`config.mk`:
```
export PLATFORM = sky130hd
export DESIGN_NAME = shadow_register_bank
export DESIGN_NICKNAME = d
export VERILOG_FILES = /design/src/rtl/rsnn_cfg_pkg.sv /design/src/rtl/bank_slot.sv /design/src/rtl/shadow_register_bank.sv
export SDC_FILE = /design/constraint.sdc
export NUM_CORES = 1
export LEC_CHECK = 0
export CAP_MARGIN = 20
export CORE_MARGIN = 1.5
export CORE_UTILIZATION = 54
export CTS_BUF_LIST = sky130_fd_sc_hd__clkbuf_4
export CTS_CLUSTER_DIAMETER = 150
export CTS_CLUSTER_SIZE = 20
export DETAILED_ROUTE_END_ITERATION = 8
export PLACE_DENSITY = 0.81
export SLEW_MARGIN = 10
export SYNTH_ARGS = -nofsm -noshare
export SYNTH_HDL_FRONTEND = slang
export SYNTH_SLANG_ARGS = --single-unit
```
`constraint.sdc`:
```
create_clock -name clk -period 2.3 [get_ports clk]
set_input_delay 0.46 -clock clk [delete_from_list [all_inputs] [get_ports clk]]
set_output_delay 0.46 -clock clk [all_outputs]
set_load 0.05 [all_outputs]
```
`src/rtl/rsnn_cfg_pkg.sv`:
```
// ============================================================================
// rsnn_cfg_pkg : shared configuration constants and helpers for the RSNN core
// Rev 1.0
// ============================================================================
`default_nettype none

package rsnn_cfg_pkg;

  // Fill-state encoding, derived from the chunk counter
  typedef enum logic [1:0] {
    ST_IDLE    = 2'd0,
    ST_FILLING = 2'd1,
    ST_FULL    = 2'd2
  } fill_state_e;

  function automatic int chunks_f(input int l, input int in_w);
    return (l + in_w - 1) / in_w;
  endfunction

endpackage

`default_nettype wire

```
`src/rtl/bank_slot.sv`:
```
// ============================================================================
// bank_slot : one WIDTH-bit active configuration register with load enable
// Rev 1.0
// ============================================================================
`default_nettype none

module bank_slot #(
  parameter int WIDTH = 3
) (
  input  logic             clk,
  input  logic             reset,
  input  logic             en_i,
  input  logic [WIDTH-1:0] d_i,
  output logic [WIDTH-1:0] q_o
);

  logic [WIDTH-1:0] val_q;

  always_ff @(posedge clk or posedge reset) begin
    if (reset) begin
      val_q <= '0;
    end else if (en_i) begin
      val_q <= d_i;
    end
  end

  assign q_o = val_q;

endmodule

`default_nettype wire

```
`src/rtl/shadow_register_bank.sv`:
```
// ============================================================================
// shadow_register_bank : double-buffered configuration bank, chunked shadow
// fill with atomic commit, fill tracking and sticky protocol error.
// Rev 1.0
// ============================================================================
`default_nettype none

module shadow_register_bank
  import rsnn_cfg_pkg::*;
#(
  parameter  int WIDTH    = 3,
  parameter  int NUM_REGS = 8,
  parameter  int IN_W     = 4,
  localparam int CW       = $clog2(chunks_f(NUM_REGS * WIDTH, IN_W) + 1)
) (
  input  logic                      clk,
  input  logic                      reset,
  input  logic                      clear,
  input  logic                      load_en,
  input  logic [IN_W-1:0]           load_data,
  input  logic                      commit,
  output logic [NUM_REGS*WIDTH-1:0] data_out,
  output logic [CW-1:0]             fill_count,
  output logic                      busy,
  output logic                      full,
  output logic                      updated,
  output logic                      err
);

  localparam int          L        = NUM_REGS * WIDTH;
  localparam int          CHUNKS   = chunks_f(L, IN_W);
  localparam int          SW       = CHUNKS * IN_W;
  localparam logic [CW-1:0] CHUNKS_C = CW'(CHUNKS);

  logic [SW-1:0] shadow_q, shadow_d;
  logic [CW-1:0] count_q, count_d;
  logic          err_q, err_d;
  logic          busy_q, full_q, updated_q;
  logic          commit_ok;
  fill_state_e   state;

  always_comb begin
    if (count_q == '0)           state = ST_IDLE;
    else if (count_q == CHUNKS_C) state = ST_FULL;
    else                         state = ST_FILLING;
  end

  always_comb begin
    shadow_d  = shadow_q;
    count_d   = count_q;
    err_d     = err_q;
    commit_ok = 1'b0;
    if (clear) begin
      shadow_d = '0;
      count_d  = '0;
      err_d    = 1'b0;
    end else if (commit && state == ST_FULL) begin
      commit_ok = 1'b1;
      count_d   = '0;
    end else begin
      if (commit) begin
        err_d = 1'b1;
      end
      if (load_en) begin
        if (state == ST_FULL) begin
          err_d = 1'b1;
        end else begin
          // Shifting the concatenation keeps this valid even for a one-chunk chain
          shadow_d = SW'({load_data, shadow_q} >> IN_W);
          count_d  = count_q + 1'b1;
        end
      end
    end
  end

  always_ff @(posedge clk or posedge reset) begin
    if (reset) begin
      shadow_q  <= '0;
      count_q   <= '0;
      err_q     <= 1'b0;
      busy_q    <= 1'b0;
      full_q    <= 1'b0;
      updated_q <= 1'b0;
    end else begin
      shadow_q  <= shadow_d;
      count_q   <= count_d;
      err_q     <= err_d;
      busy_q    <= (count_d != '0) && (count_d != CHUNKS_C);
      full_q    <= (count_d == CHUNKS_C);
      updated_q <= commit_ok;
    end
  end

  for (genvar r = 0; r < NUM_REGS; r++) begin : g_slot
    bank_slot #(
      .WIDTH (WIDTH)
    ) u_slot (
      .clk   (clk),
      .reset (reset),
      .en_i  (commit_ok),
      .d_i   (shadow_q[r*WIDTH +: WIDTH]),
      .q_o   (data_out[r*WIDTH +: WIDTH])
    );
  end

  assign fill_count = count_q;
  assign busy       = busy_q;
  assign full       = full_q;
  assign updated    = updated_q;
  assign err        = err_q;

endmodule

`default_nettype wire

```
==> run summary, run 1 <==
================================================================================
Run status                                                          finished, final reports clean
Clk slew on worst S/H paths                                              0.16 ns
Worst-case clock buffer depth                                                  2
TritonCTS clock tree                                                       built
Total CTS buffers                                                              5
Synth area leaders                                                  sky130_fd_sc_hd__dfrtp_1 (60%), sky130_fd_sc_hd__mux2_4 (13%), sky130_fd_sc_hd__nand2_1 (8.4%), sky130_fd_sc_hd__a21oi_1 (5.3%), sky130_fd_sc_hd__mux2_2 (2.5%)
Number of max-cap violations                                                   0
Global router's overall resource usage                                     19.2%
Critical path buffer and inverter count                                        1
Number of enable flip-flop cells after synthesis                               0
Average detailed-routed wire length per instance                         14.0 um
Pin count of the biggest net entering global routing                          30
Setup slack on the worst flop-to-flop path                               0.47 ns
Number of synthesized register bits                                           55
CP max stage delay                                                       0.83 ns
Worst Clk Skew                                                         0.0147 ns
RSZ-0062 raised after global routing                                          no
CP delay by family, top                                             buffers and inverters
Iteration-0 DRC count of the detailed router                                  76
Post-CTS resize count                                                          0
# rows                                                                        23
Fraction of post-synthesis cell area in the top cell type by area          60.3%
Fraction of registers with async set/reset                                  100%
Final HPWL DP                                                            2.61 mm
Number of ports placed on the die boundary                                    40
Period utilization                                                         92.0%
Mean instance size in the synthesized netlist                          12.1 um^2
Grt peak-use layer                                                          met2
Number of cells on the worst reg-to-reg path                                   6
Actual transition at the worst max-transition pin                       0.503 ns
Hold-fix buffers at CTS                                                        0
Count of final max-slew check failures                                         0
Class of the tightest hold or removal check                          in -> async
Wire length of the first global-routing pass                             6.34 mm
Start-to-end type of the worst setup path                             reg -> out
Most used flip-flop cell after synthesis                            sky130_fd_sc_hd__dfrtp_1
Buffers inserted during post-CTS setup optimization                            0
Count of nets after finishing                                                240
Via density                                                                 5.23
Arrival @ worst endpoint                                                 1.66 ns
Antenna fix cells                                                              0
Fraction of layout cells with a size suffix above 1                        17.4%
Startpoint kind of the worst setup timing path                          register
Leakage dissipation                                                      1.34 nW
Highest net fanout along the worst path                                        4
Die Footprint                                                       0.00462 mm^2
Post-route DRC violation count                                                 0
GR met2 Demand/Resource                                                    28.2%
Most numerous cell types in the synthesized netlist                 sky130_fd_sc_hd__dfrtp_1 (55), sky130_fd_sc_hd__nand2_1 (51), sky130_fd_sc_hd__a21oi_1 (24), sky130_fd_sc_hd__mux2_4 (19), sky130_fd_sc_hd__mux2_2 (5)
Final Routed Wirelength                                                  3.92 mm
Area growth syn-to-layout                                                  21.9%
Most used standard cell by instance count after synthesis           sky130_fd_sc_hd__dfrtp_1
Die Span X                                                               68.0 um
Worst-Skew Late Latency                                                  0.38 ns
Remaining antenna violation count after routing                                0
Total clock sinks                                                             55
Required time of the worst setup path                                    1.84 ns
Root Buffer                                                         sky130_fd_sc_hd__clkbuf_4
Worst slew margin relative to its limit                                    66.4%
Remaining global-route overflow                                                0
Post-synthesis cell type with the largest combined area             sky130_fd_sc_hd__dfrtp_1
Utilization of the core after routing                                      69.0%
Final TNS setup                                                             0 ns
Final Hold Viols                                                               0
CP cell instances                                                   clkdlybuf4s50_1
Area inside the core boundary                                       0.00403 mm^2
Antenna violations before repair                                               0
Total vias in the final route                                               1465
Capturing element type of the critical path                           output pin
Cell with the largest stage delay on the worst path                 sky130_fd_sc_hd__clkdlybuf4s50_1
Number of global-route vias before repair                                   1343
IO buf count                                                                  39
Netlist area before placement                                       0.00228 mm^2
Startpoint of the most critical register-to-register path           fill_count[0]$_DFF_PP0_
Sequential cell area fraction in the yosys report                          60.3%
Crit path time final                                                     2.12 ns
Synthesis warning total                                                        0
Final setup violation count                                                    0
IR drop worst, VDD                                                      0.448 mV
Library cells used by synthesis                                               23
M3 GR Usage                                                                6.41%
Maximum frequency from static timing analysis                          0.473 GHz
CTS H-tree depth                                                               2
Global placement routability congestion                                    0.710
Power density relative to cell area                                  593 mW/mm^2
Total iterations of the first detailed-routing run                             3
Starting density of the core                                               56.6%
Synthesized instance count                                                   188
Mapped Nets                                                                  199
Crit Reg-Reg Endpoint                                               g_slot[2].u_slot.q_o[2]$_DFFE_PP0P_
Die span in y                                                            68.0 um
Met1 routing resource usage after global routing                           26.7%
================================================================================
-- worst max-delay path by stage --
stage                                 start                                  end  cells after the start
floorplan           fill_count[0]$_DFF_PP0_  g_slot[0].u_slot.q_o[0]$_DFFE_PP0P_                      7
global placement                     commit  g_slot[2].u_slot.q_o[2]$_DFFE_PP0P_                      5
detailed placement                   commit  g_slot[5].u_slot.q_o[2]$_DFFE_PP0P_                      5
CTS                 fill_count[1]$_DFF_PP0_                        fill_count[1]                      1
global route        fill_count[1]$_DFF_PP0_                        fill_count[1]                      1
finish              fill_count[0]$_DFF_PP0_                        fill_count[0]                      1
-- sequential cells by signal, indices dropped and copies added, names as in the netlist --
register           flops
fill_count             3
shadow_q              24
updated                1
full                   1
err                    1
g_slot.u_slot.q_o     24
busy                   1
-- stage by stage --
step	total power [mW]	setup WS, ns	std cells	instance area (um^2)	hold WS, ns
after floorplan	1.10	0.385	188	2280	0.482
after global placement	1.15	0.287	272	2710	0.488
after detailed placement	1.16	0.261	272	2710	0.488
after CTS	1.66	0.179	280	2780	0.413
after global routing	1.71	0.136	280	2780	0.436
final	1.65	0.184	280	2780	0.407
-- cell usage in the layout (no fill, tap or decap), types with 2 or more instances in the layout --
cell type and n:
sky130_fd_sc_hd__xnor2_1 2, sky130_fd_sc_hd__dfrtp_1 55, sky130_fd_sc_hd__and3b_1 2, sky130_fd_sc_hd__mux2_2 5, sky130_fd_sc_hd__nor2_1 2, sky130_fd_sc_hd__buf_4 5
sky130_fd_sc_hd__a211oi_1 2, sky130_fd_sc_hd__nand2_1 51, sky130_fd_sc_hd__clkdlybuf4s50_1 39, sky130_fd_sc_hd__nor3_1 2, sky130_fd_sc_hd__a21oi_1 24, sky130_fd_sc_hd__ha_1 2
sky130_fd_sc_hd__mux2_4 19, sky130_fd_sc_hd__clkbuf_4 5, sky130_fd_sc_hd__inv_1 3
-- routing by layer --
metal / part of all wire [%] / vias up
li1: - / 703
met1: 47 / 720
met2: 46 / 36
met3: 4.9 / 6
met4: 1.9 / 0
met5: 0 / -
-- layout make-up --
cell class / count / area [um^2]
multi-input combinational: 118 / 803
fill: 289 / 1250
clock buffer: 5 / 37.5
tap: 50 / 62.6
clock inverter: 3 / 38.8
inverter: 4 / 15.0
timing repair buffer: 45 / 448
sequential: 55 / 1380
-- cells by family after synthesis --
logic type      share of synthesized area [%]
simple gates                             11.7
flops                                    60.3
compound gates                           6.20
mux                                      15.4
buf+inv                                  4.44
xor+xnor                                0.768
fa+ha+maj                                1.10
-- report_power, final --
group / internal (mW) / total [mW] / switching, mW
logic: 0.0491 / 0.141 / 0.0924
registers: 0.982 / 0.995 / 0.0129
clock network: 0.224 / 0.514 / 0.290
total: 1.26 / 1.65 / 0.395
(Power assumes the default switching activity.)
==> inputs of run 2 (changes only) <==
- CTS_CLUSTER_DIAMETER: 150 -> unset
==> results of run 2 <==
The final DEF is identical to that of run 1; final timing and power are the same.
